===== src/rtl/ext_int_pkg.sv =====
// Shared types and sizing helpers for the external interrupt unit.
// Latency: n/a (types and constant functions only).
// Backpressure: n/a.
package ext_int_pkg;

  typedef enum logic [1:0] {
    SENSE_LOW  = 2'b00,
    SENSE_ANY  = 2'b01,
    SENSE_FALL = 2'b10,
    SENSE_RISE = 2'b11
  } sense_mode_t;

  // Bits needed to hold any value in 0..max_count (never less than one bit).
  function automatic int unsigned count_width(input int unsigned max_count);
    return (max_count < 2) ? 1 : $clog2(max_count + 1);
  endfunction

endpackage


===== src/rtl/ext_int_channel.sv =====
// One external interrupt channel: 2-flop synchroniser, debounce, edge/level sense, request register.
// Latency: request rises DEBOUNCE_CYCLES+2 edges after the pin change is first captured.
// Backpressure: none; requests are one-cycle pulses, edges seen while disabled are dropped.
module ext_int_channel
  import ext_int_pkg::*;
#(
  parameter int unsigned DEBOUNCE_CYCLES = 4,
  parameter int unsigned LEVEL_REPEAT    = 64
) (
  input  logic       clk,
  input  logic       rst_n,
  input  logic       ext_pin,
  input  logic [1:0] sense_mode,
  input  logic       channel_enable,
  output logic       interrupt_request,
  output logic       pin_level
);

  localparam int unsigned DB_W = count_width(DEBOUNCE_CYCLES - 1);
  localparam int unsigned RP_W = count_width(LEVEL_REPEAT - 1);
  localparam logic [DB_W-1:0] DB_LAST = DB_W'(DEBOUNCE_CYCLES - 1);
  localparam logic [RP_W-1:0] RP_LOAD = RP_W'(LEVEL_REPEAT - 1);

  sense_mode_t     mode;
  logic            sync1;
  logic            sync;
  logic            filtered;
  logic            filtered_d;
  logic [DB_W-1:0] db_cnt;
  logic [RP_W-1:0] rep_cnt;
  logic            low_active;
  logic            req_next;

  assign mode      = sense_mode_t'(sense_mode);
  assign pin_level = filtered;

  // Two-flop synchroniser; idle-high so flops reset to 1.
  always_ff @(posedge clk or negedge rst_n) begin
    if (!rst_n) begin
      sync1 <= 1'b1;
      sync  <= 1'b1;
    end else begin
      sync1 <= ext_pin;
      sync  <= sync1;
    end
  end

  // Debounce: accept a new level only after it differs for DEBOUNCE_CYCLES consecutive cycles.
  always_ff @(posedge clk or negedge rst_n) begin
    if (!rst_n) begin
      filtered <= 1'b1;
      db_cnt   <= '0;
    end else if (sync == filtered) begin
      db_cnt <= '0;
    end else if (db_cnt == DB_LAST) begin
      filtered <= sync;
      db_cnt   <= '0;
    end else begin
      db_cnt <= db_cnt + 1'b1;
    end
  end

  // Previous-cycle copy of the filtered level for edge detection.
  always_ff @(posedge clk or negedge rst_n) begin
    if (!rst_n) filtered_d <= 1'b1;
    else        filtered_d <= filtered;
  end

  // Next request from the sense mode; the low-level case fires whenever the repeat counter is idle.
  always_comb begin
    req_next   = 1'b0;
    low_active = channel_enable && (mode == SENSE_LOW) && !filtered;
    unique case (mode)
      SENSE_LOW:  req_next = low_active && (rep_cnt == '0);
      SENSE_ANY:  req_next = filtered != filtered_d;
      SENSE_FALL: req_next = !filtered && filtered_d;
      SENSE_RISE: req_next = filtered && !filtered_d;
    endcase
    if (!channel_enable) req_next = 1'b0;
  end

  // Repeat counter: reload after each low-level pulse, count down while the level condition holds.
  always_ff @(posedge clk or negedge rst_n) begin
    if (!rst_n)                rep_cnt <= '0;
    else if (!low_active)      rep_cnt <= '0;
    else if (rep_cnt == '0)    rep_cnt <= RP_LOAD;
    else                       rep_cnt <= rep_cnt - 1'b1;
  end

  // Registered one-cycle request pulse.
  always_ff @(posedge clk or negedge rst_n) begin
    if (!rst_n) interrupt_request <= 1'b0;
    else        interrupt_request <= req_next;
  end

endmodule


===== src/rtl/external_interrupt_unit.sv =====
// Three independent external interrupt channels feeding the interrupt controller request inputs.
// Latency: DEBOUNCE_CYCLES+2 edges from pin capture to request pulse.
// Backpressure: none; each pulse is buffered by the interrupt controller.
module external_interrupt_unit
  import ext_int_pkg::*;
#(
  parameter int unsigned DEBOUNCE_CYCLES = 4,
  parameter int unsigned LEVEL_REPEAT    = 64
) (
  input  logic       clk,
  input  logic       rst_n,
  input  logic       ext_pin_1,
  input  logic       ext_pin_2,
  input  logic       ext_pin_3,
  input  logic [1:0] sense_mode_1,
  input  logic [1:0] sense_mode_2,
  input  logic [1:0] sense_mode_3,
  input  logic       channel_enable_1,
  input  logic       channel_enable_2,
  input  logic       channel_enable_3,
  output logic       interrupt_request_1,
  output logic       interrupt_request_2,
  output logic       interrupt_request_3,
  output logic       pin_level_1,
  output logic       pin_level_2,
  output logic       pin_level_3
);

  ext_int_channel #(.DEBOUNCE_CYCLES(DEBOUNCE_CYCLES), .LEVEL_REPEAT(LEVEL_REPEAT)) u_ch1 (
    .clk               (clk),
    .rst_n             (rst_n),
    .ext_pin           (ext_pin_1),
    .sense_mode        (sense_mode_1),
    .channel_enable    (channel_enable_1),
    .interrupt_request (interrupt_request_1),
    .pin_level         (pin_level_1)
  );

  ext_int_channel #(.DEBOUNCE_CYCLES(DEBOUNCE_CYCLES), .LEVEL_REPEAT(LEVEL_REPEAT)) u_ch2 (
    .clk               (clk),
    .rst_n             (rst_n),
    .ext_pin           (ext_pin_2),
    .sense_mode        (sense_mode_2),
    .channel_enable    (channel_enable_2),
    .interrupt_request (interrupt_request_2),
    .pin_level         (pin_level_2)
  );

  ext_int_channel #(.DEBOUNCE_CYCLES(DEBOUNCE_CYCLES), .LEVEL_REPEAT(LEVEL_REPEAT)) u_ch3 (
    .clk               (clk),
    .rst_n             (rst_n),
    .ext_pin           (ext_pin_3),
    .sense_mode        (sense_mode_3),
    .channel_enable    (channel_enable_3),
    .interrupt_request (interrupt_request_3),
    .pin_level         (pin_level_3)
  );

endmodule

===== config.mk =====
export PLATFORM = sky130hd
export DESIGN_NAME = external_interrupt_unit
export DESIGN_NICKNAME = d
export VERILOG_FILES = /design/src/rtl/ext_int_pkg.sv /design/src/rtl/ext_int_channel.sv /design/src/rtl/external_interrupt_unit.sv
export SDC_FILE = /design/constraint.sdc
export NUM_CORES = 1
export LEC_CHECK = 0
export CAP_MARGIN = 20
export CORE_MARGIN = 1
export CORE_UTILIZATION = 35
export CTS_BUF_LIST = sky130_fd_sc_hd__clkbuf_4 sky130_fd_sc_hd__clkbuf_8 sky130_fd_sc_hd__clkbuf_16
export DETAILED_ROUTE_END_ITERATION = 12
export PLACE_DENSITY = 0.62
export SYNTH_ARGS = -nofsm -noshare
export SYNTH_HDL_FRONTEND = slang
export SYNTH_SLANG_ARGS = --single-unit

===== constraint.sdc =====
create_clock -name clk -period 1.9 [get_ports clk]
set_input_delay 0.38 -clock clk [delete_from_list [all_inputs] [get_ports clk]]
set_output_delay 0.38 -clock clk [all_outputs]
set_load 0.01 [all_outputs]

======== After elaboration in Yosys (flattened, before gate mapping) ========
Index checks and enable logic that the tools add are counted.
operators by class
  $add $sub $neg .......................... 6
  equality and inequality tests ........... 18
  multiplexer cells ....................... 18
  bitwise logic cells ..................... 3
  reductions and logical operators ........ 30
operator list
  cell                                                                   number
  6-bit 2-to-1 mux                                                       6
  2-bit equality test, second input constant                             9
  6-bit logical NOT                                                      3
  6-bit by 1-bit subtractor with 6-bit output, second input constant     3
  1-bit logical AND                                                      15
  2-bit 2-to-1 mux                                                       6
  1-bit one-hot mux with 4 select lines                                  3
  2-bit by 1-bit adder with 2-bit output, second input constant          3
  2-bit by 1-bit equality test with 1-bit output, second input constant  3
  1-bit logical NOT                                                      6
  2-bit logical NOT                                                      3
  2-bit AND reduction                                                    3
  1-bit equality test                                                    3
  1-bit 2-to-1 mux                                                       3
  1-bit inequality test                                                  3
  1-bit inverter                                                         3
storage, ports and cells
  register bits after elaboration ......... 39
  logic and storage cells ................. 96

======== Logic depth before layout (Yosys ltp) ========
Gate-level depths: netlist (run 1).
  word-level depth ........................ 6
  mapped depth ............................ 5
  mapped depth without buffers ............ 5

======== By module ========
A second synthesis (run 1) with hierarchy kept.
unflattened totals
  cell total of the unflattened synthesis .. 150
  area, all modules ....................... 1779.2 um^2
by module, submodules not included
  module           instances  cells an instance  area each (um^2)  sequential area each (um^2)
  ext_int_channel  3          50                 593.1             330.3

======== Worst setup path after synthesis (run 1) ========
Ideal clock, no wire load.
  path type ............................... register -> register
  start ................................... register u_ch1.rep_cnt[2]
  end ..................................... register u_ch1.rep_cnt[5]
  setup time .............................. 83 ps
  arrival ................................. 1330 ps
  required time ........................... 1817 ps
  setup slack ............................. 488 ps
  cell stages (with the launch flop) ...... 4
  buffers on the path ..................... 0
  cells stage by stage .................... dfrtp_1 -> or3_4 -> or4_1 -> a31oi_1
between the ends
  cells in the longest elaborated chain, start to end .. 3
  elaborated cells on any way between the ends .. 4
  classes of those cells .................. 1 x add/sub; 2 x mux; 1 x reduce/logical
ends and longest elaborated chain
  element                                                                                  RTL line                                      RTL
  start: declaration                                                                       ext_int_channel.sv:30                         logic [RP_W-1:0] rep_cnt;
  start signal: assignment                                                                 ext_int_channel.sv:87                         else rep_cnt <= rep_cnt - 1'b1;
  6-bit by 1-bit subtractor with 6-bit output / 6-bit logical NOT (equally long branches)  ext_int_channel.sv:87, ext_int_channel.sv:86
  6-bit 2-to-1 mux (*)                                                                     ext_int_channel.sv:86                         else if (rep_cnt == '0) rep_cnt <= RP_LOAD;
  6-bit 2-to-1 mux (*)                                                                     ext_int_channel.sv:85                         else if (!low_active) rep_cnt <= '0;
Mark *: on every way between the ends. The rest lies on a longest branch, timed or not.
A chain may end at the register's enable or synchronous reset.

======== Worst setup path in the final report (run 1) ========
  start ................................... register u_ch2.filtered, in the netlist u_ch2.pin_level
  end ..................................... output port pin_level_2
RTL lines
  element                   RTL line                       RTL
  start: declaration        ext_int_channel.sv:27          logic filtered;
  start signal: assignment  ext_int_channel.sv:56          filtered <= sync;
  end: declaration          external_interrupt_unit.sv:25  output logic pin_level_2,
No word-level cell between the ends.

==> impl_summary.log, run 1 <==
INFO  metric final-max-slew-violation-count = 0
INFO  metric worstSetupPathType = reg2out
INFO  metric detailedRoute.firstIterationViolations = 71
INFO  metric hpwl = 2237 um
INFO  metric path_cells = clkdlybuf4s50_1
INFO  metric report.final.hold_viol_count = 0
INFO  metric vias_in_the_first_global_route = about 1,300
INFO  metric finish.net_count = ~210
INFO  metric first_pass_grt_wire_length = about 5600 um
INFO  metric max_cap_viol_count = 0
INFO  metric worst-slew-pin-transition = 358.0 ps
INFO  metric status = finished, final reports clean
INFO  metric timing.critical_path.fanout_max = 6
INFO  metric crit-reg2reg-launch = u_ch1.rep_cnt[2]
INFO  metric route.detailed.wl_per_inst = approximately 12 um
INFO  metric post_place_instance_area = 2059 um^2
INFO  metric final_min_period_over_clock_period = 0.9509
INFO  metric drtAntennaViolNets = 0
INFO  metric share_of_final_layout_standard_cells_stronger_than_drive_strength_1 = 0.1436
INFO  metric postCtsSetupRepairBufs = 0
INFO  metric core_region = 4786 um^2
INFO  metric cts_hold_buf = 0
INFO  metric vias_per_cell = between 4 and 5
INFO  metric drt_drc_violations_left = 0
INFO  metric netlist_instances = 153
INFO  metric clk_sinks = 39
INFO  metric design_area = 2163 um^2
INFO  metric cts_made_buffers = 5
INFO  metric cp_slowest_cell = dfstp_2
INFO  metric synth-seq-area-share = 0.5597
INFO  metric highest_attainable_clock_frequency = 553.5 MHz
INFO  metric maximum_number_of_pins_on_one_net_before_global_route_repair = 40
INFO  metric cpLargestDelayFamily = flip-flops
INFO  metric clockBufferDepth = 2
INFO  metric grt_setup_unrepaired = no
INFO  metric met1_usage = 0.1593
INFO  metric diodes = 0
INFO  metric path_clk_slew = 70 ps
INFO  metric timing.max_slew.rel_slack = 0.7591
INFO  metric gp_routability_congestion = roughly 0.78
INFO  metric power.density_cell_area = 1145 nW/um^2
INFO  metric mappedNetlistArea = approximately 1800 um^2
INFO  metric timing.critical_path.required = 1520 ps
INFO  metric postSynthNetCount = 182
INFO  metric grtUsageMet2 = 0.2428
INFO  metric post_layout_min_period = 1807 ps
INFO  metric totalWireLength = approximately 3000 um
INFO  metric hold_path.class = in2async
INFO  metric timing.final.setup_violations = 0
INFO  metric r2r.worst_path.cells = 3
INFO  metric ys_seq_elements = 39
INFO  metric setup-tns-final = 0 ps
INFO  metric detailroute.via_count = 1,226
INFO  metric synth.lib_cells_used.distinct = 32
INFO  metric final_common_cell = dfrtp_1
INFO  metric post_cts.resized_instances = 0
INFO  metric fin_worst_skew = 4.112 ps
INFO  metric grt_use_met3 = 0.05525
INFO  metric cts_htree_levels = 2
INFO  metric clk-insertion-delay-late = around 290 ps
INFO  metric cts_root_buffer = clkbuf_8
INFO  metric peak_supply_drop = 0.0004827 V
INFO  metric grt_antenna_before_repair = 0
INFO  metric std_cell_rows = 25
INFO  metric worst_path_buffer_plus_inverter_count = 1
INFO  metric worst_setup_path_end_kind = primary output
INFO  metric globalRoute.totalOverflow = 0
INFO  metric port_buf_inserts = 19
INFO  metric initial_core_util = 0.3699
INFO  metric fp.dieArea = 5347 um^2
INFO  metric power.leakage = 0.9931 nW
INFO  metric crit-reg2reg-capture = u_ch1.rep_cnt[5]
INFO  metric timing.critical_path.slowest_cell_delay = 590 ps
INFO  metric worst_setup_path_start_kind = flip-flop
INFO  metric worstPathArrival = 1430 ps
INFO  metric dieWidth = 73.12 um
INFO  metric most-common-layout-cells = 27 x dfrtp_1, 18 x clkdlybuf4s50_1, 15 x inv_1, 15 x ha_1, 14 x a21oi_1
INFO  metric number_of_top_level_pins = 20
INFO  metric height_of_the_chip = ~73 um
INFO  metric grt_util_all_layers = 0.1436
INFO  metric reg2reg_setup_slack = about 380 ps
INFO  metric cts_tree = yes
INFO  metric syn_area_per_cell = 11.57 um^2
INFO  metric ys_warn_count = 0
INFO  metric drt_pass1_iterations = 4
INFO  metric gr-max-usage-layer = met2
INFO  metric areaGrowthSynthToFinish = 22.19%
[cells by family after synthesis]
kind of cell,after synthesis,share of synthesized area
xor+xnor,11,0.05442
flops,39,0.5597
mux,3,0.01767
buf+inv,15,0.03180
fa+ha+maj,15,0.1060
simple gates,40,0.1223
compound gates,30,0.1081
[through the flow]
step	util	worst slack, ps	hold slack [ps]	instances	power [mW]
detailed placement	0.4303	113.4	350.0	240	1.884
finish	0.4520	93.33	42.85	248	2.477
global route	0.4520	38.93	45.41	248	2.677
CTS	0.4520	70.39	44.51	248	2.524
global placement	0.4303	175.3	346.5	240	1.833
floorplan	-	487.5	84.41	153	1.617
[worst max path at each step]
| stage | cells past startpoint | from | slack (ps) | to |
|---|---|---|---|---|
| after floorplan | 3 | u_ch1.rep_cnt[2] | 490 | u_ch1.rep_cnt[5] |
| after global placement | 4 | sense_mode_3[0] | 180 | u_ch3.rep_cnt[4] |
| after detailed placement | 4 | sense_mode_3[0] | 110 | u_ch3.rep_cnt[5] |
| after CTS | 1 | u_ch2.pin_level | 70 | pin_level_2 |
| after global routing | 1 | u_ch2.pin_level | 40 | pin_level_2 |
| final | 1 | u_ch2.pin_level | 90 | pin_level_2 |
[cell usage after synthesis (all sizes together)]
cell type  number  area share
dfrtp          27        0.38
ha             15        0.11
inv            15       0.032
a21oi          14       0.040
dfstp          12        0.18
xnor2          10       0.049
nand2           8       0.017
nor2            7       0.015
nor3            6       0.017
nand3           4       0.011
nor2b           4       0.014
o21ai           4       0.011
or3             3       0.016
a31oi           2      0.0071
mux2i           2       0.011
nor3b           2      0.0085
o2111a          2       0.013
o31ai           2      0.0085
or4             2      0.0085
a211oi          1      0.0042
a221oi          1      0.0049
a311oi          1      0.0049
a41o            1      0.0057
and2            1      0.0035
mux2            1      0.0064
nand3b          1      0.0042
nor4            1      0.0035
o21bai          1      0.0042
o41ai           1      0.0049
or2             1      0.0035
xor2            1      0.0049
[state kept, by name, indices dropped and copies added (netlist names)]
register	cells
u_ch3.pin_level	1
u_ch1.db_cnt	2
u_ch3.db_cnt	2
u_ch2.interrupt_request	1
u_ch2.pin_level	1
u_ch3.rep_cnt	6
u_ch3.interrupt_request	1
u_ch3.filtered_d	1
u_ch2.db_cnt	2
u_ch1.sync	1
u_ch2.sync1	1
u_ch1.filtered_d	1
u_ch2.rep_cnt	6
u_ch3.sync	1
u_ch2.sync	1
u_ch1.interrupt_request	1
u_ch1.rep_cnt	6
u_ch1.sync1	1
u_ch2.filtered_d	1
u_ch1.pin_level	1
u_ch3.sync1	1
[report_power, final]
group          leakage (nW)  switching, mW  internal, mW
registers             0.488          0.127          1.04
clock network        0.0549          0.275         0.345
logic                 0.450          0.335         0.355
total                 0.993          0.737          1.74
[final cells by class]
| class | count | area (um^2) |
|---|---|---|
| Tap cell | 67 | 83.83 |
| Timing Repair Buffer | 20 | 205.2 |
| Multi-Input combinational cell | 99 | 723.2 |
| Inverter | 15 | 56.30 |
| Sequential cell | 39 | 991.0 |
| Clock buffer | 8 | 103.9 |
| Fill cell | 454 | 2623 |
[per-layer routing]
| layer | routed length (um) | share of wire |
|---|---|---|
| met2 | 1537 | 0.51 |
| met4 | 48 | 0.016 |
| met3 | 152 | 0.050 |
| met5 | 0 | 0 |
| met1 | 1279 | 0.42 |
(Power assumes the default switching activity.)
==> run 2, diff against run 1 <==
--- a/config.mk
+++ b/config.mk
@@ -8,7 +8,6 @@
 export CAP_MARGIN = 20
 export CORE_MARGIN = 1
 export CORE_UTILIZATION = 35
-export CTS_BUF_LIST = sky130_fd_sc_hd__clkbuf_4 sky130_fd_sc_hd__clkbuf_8 sky130_fd_sc_hd__clkbuf_16
 export DETAILED_ROUTE_END_ITERATION = 12
 export PLACE_DENSITY = 0.62
 export SYNTH_ARGS = -nofsm -noshare
==> run 2 against run 1 <==
Critical path depth is the same. Combinational power is essentially flat. Sequential power barely moved. Critical path type unchanged.
==> impl_summary.log, run 2 (synthesis results as in run 1) <==
INFO  metric worst-slew-pin-transition = 358.0 ps
INFO  metric postCtsSetupRepairBufs = 0
INFO  metric grt_antenna_before_repair = 0
INFO  metric drt_drc_violations_left = 0
INFO  metric status = finished, final reports clean
INFO  metric timing.critical_path.slowest_cell_delay = 590 ps
INFO  metric number_of_top_level_pins = 20
INFO  metric totalWireLength = 3019 um
INFO  metric crit-reg2reg-capture = u_ch1.rep_cnt[5]
INFO  metric vias_per_cell = ~5
INFO  metric timing.final.setup_violations = 0
INFO  metric timing.max_slew.rel_slack = 0.7591
INFO  metric cts_tree = yes
INFO  metric detailroute.via_count = 1,226
INFO  metric worstSetupPathType = reg2out
INFO  metric dieWidth = 73.12 um
INFO  metric report.final.hold_viol_count = 0
INFO  metric share_of_final_layout_standard_cells_stronger_than_drive_strength_1 = 0.1381
INFO  metric cp_slowest_cell = dfstp_2
INFO  metric fp.dieArea = ~5300 um^2
INFO  metric cts_htree_levels = 2
INFO  metric timing.critical_path.required = 1520 ps
INFO  metric highest_attainable_clock_frequency = 553.5 MHz
INFO  metric worst_setup_path_startpoint = u_ch2.pin_level
INFO  metric gp_routability_congestion = 0.7787
INFO  metric clk_sinks = 39
INFO  metric post_cts.resized_instances = 0
INFO  metric drtAntennaViolNets = 0
INFO  metric clk-insertion-delay-late = 290 ps
INFO  metric most-common-layout-cells = 27 x dfrtp_1, 18 x clkdlybuf4s50_1, 15 x inv_1, 15 x ha_1, 14 x a21oi_1
INFO  metric maximum_number_of_pins_on_one_net_before_global_route_repair = 40
INFO  metric core_region = 4786 um^2
INFO  metric finish.net_count = 209
INFO  metric setup-tns-final = 0 ps
INFO  metric route.detailed.wl_per_inst = approximately 12 um
INFO  metric final-max-slew-violation-count = 0
INFO  metric final_common_cell = dfrtp_1
INFO  metric areaGrowthSynthToFinish = 21.98%
INFO  metric reg2reg_setup_slack = 380 ps
INFO  metric power.density_cell_area = 1140 nW/um^2
INFO  metric detailedRoute.firstIterationViolations = 71
INFO  metric grt_setup_unrepaired = no
INFO  metric std_cell_rows = 25
INFO  metric crit-reg2reg-launch = u_ch1.rep_cnt[2]
INFO  metric grt_util_all_layers = 0.1436
INFO  metric timing.hold.ws = approximately 43 ps
INFO  metric first_pass_grt_wire_length = around 5600 um
INFO  metric initial_core_util = 0.3699
INFO  metric cts_hold_buf = 0
INFO  metric timing.critical_path.fanout_max = 6
INFO  metric worst_setup_path_start_kind = flip-flop
INFO  metric cts_root_buffer = clkbuf_8
INFO  metric drt_pass1_iterations = 4
INFO  metric worstPathArrival = 1430 ps
INFO  metric worst_setup_path_end_kind = primary output
INFO  metric cts_made_buffers = 5
INFO  metric r2r.worst_path.cells = 3
INFO  metric globalRoute.totalOverflow = 0
INFO  metric height_of_the_chip = 73.12 um
INFO  metric peak_supply_drop = 0.0004827 V
INFO  metric path_clk_slew = 70 ps
INFO  metric power.leakage = 0.9897 nW
INFO  metric largest_registers = u_ch1.rep_cnt x6, u_ch2.rep_cnt x6, u_ch3.rep_cnt x6
INFO  metric diodes = 0
INFO  metric cpLargestDelayFamily = flip-flops
INFO  metric max_cap_viol_count = 0
INFO  metric vias_in_the_first_global_route = 1,327
INFO  metric port_buf_inserts = 19
INFO  metric worst_path_buffer_plus_inverter_count = 1
INFO  metric hold_path.class = in2async
INFO  metric hpwl = roughly 2200 um
INFO  metric fin_worst_skew = 4.112 ps
INFO  metric clockBufferDepth = 2
INFO  metric path_cells = clkdlybuf4s50_1
INFO  metric final_min_period_over_clock_period = 0.9509
INFO  metric post_layout_min_period = 1807 ps
-- run 2: worst max-delay path by stage --
stage                             to  slack, ps  depth (start not counted)
finish                   pin_level_2         90                          1
global route             pin_level_2         40                          1
CTS                      pin_level_2         70                          1
detailed placement  u_ch3.rep_cnt[5]        110                          4
global placement    u_ch3.rep_cnt[4]        180                          4
floorplan           u_ch1.rep_cnt[5]        490                          3
-- run 2: power by group --
group | switching, mW | internal, mW
combinational | 0.335 | 0.355
sequential | 0.127 | 1.04
clock | 0.275 | 0.331
-- run 2: area by class of cell --
class / count / area [um^2]
sequential: 39 / 991.0
fill: 453 / 2626
timing repair buffer: 20 / 205.2
inverter: 15 / 56.30
clock buffer: 8 / 100.1
tap: 67 / 83.83
multi-input combinational: 99 / 723.2
-- run 2: stage by stage --
| step | cells | power (mW) | util | instance area, um^2 | setup WS (ps) |
|---|---|---|---|---|---|
| after global routing | 248 | 2.662 | 0.4512 | 2160 | 38.93 |
| after floorplan | 153 | 1.617 | - | 1770 | 487.5 |
| final | 248 | 2.462 | 0.4512 | 2160 | 93.33 |
| after detailed placement | 240 | 1.884 | 0.4303 | 2059 | 113.4 |
| after global placement | 240 | 1.833 | 0.4303 | 2059 | 175.3 |
| after CTS | 248 | 2.509 | 0.4512 | 2160 | 70.39 |
-- run 2: layer usage --
| metal | up-vias | wire length [um] | global-route usage |
|---|---|---|---|
| met5 | - | 0 | 0 |
| met4 | 0 | 48 | 0.06536 |
| met3 | 5 | 152 | 0.05525 |
| met2 | 27 | 1537 | 0.2428 |
| met1 | 610 | 1279 | 0.1593 |
| li1 | 584 | - | - |
==> run 3, diff against run 2 <==
--- a/config.mk
+++ b/config.mk
@@ -5,6 +5,7 @@
 export SDC_FILE = /design/constraint.sdc
 export NUM_CORES = 1
 export LEC_CHECK = 0
+export ABC_CLOCK_PERIOD_IN_PS = 1900
 export CAP_MARGIN = 20
 export CORE_MARGIN = 1
 export CORE_UTILIZATION = 35
==> results of run 3 <==
The final DEF is identical to that of run 2; final timing and power are the same.
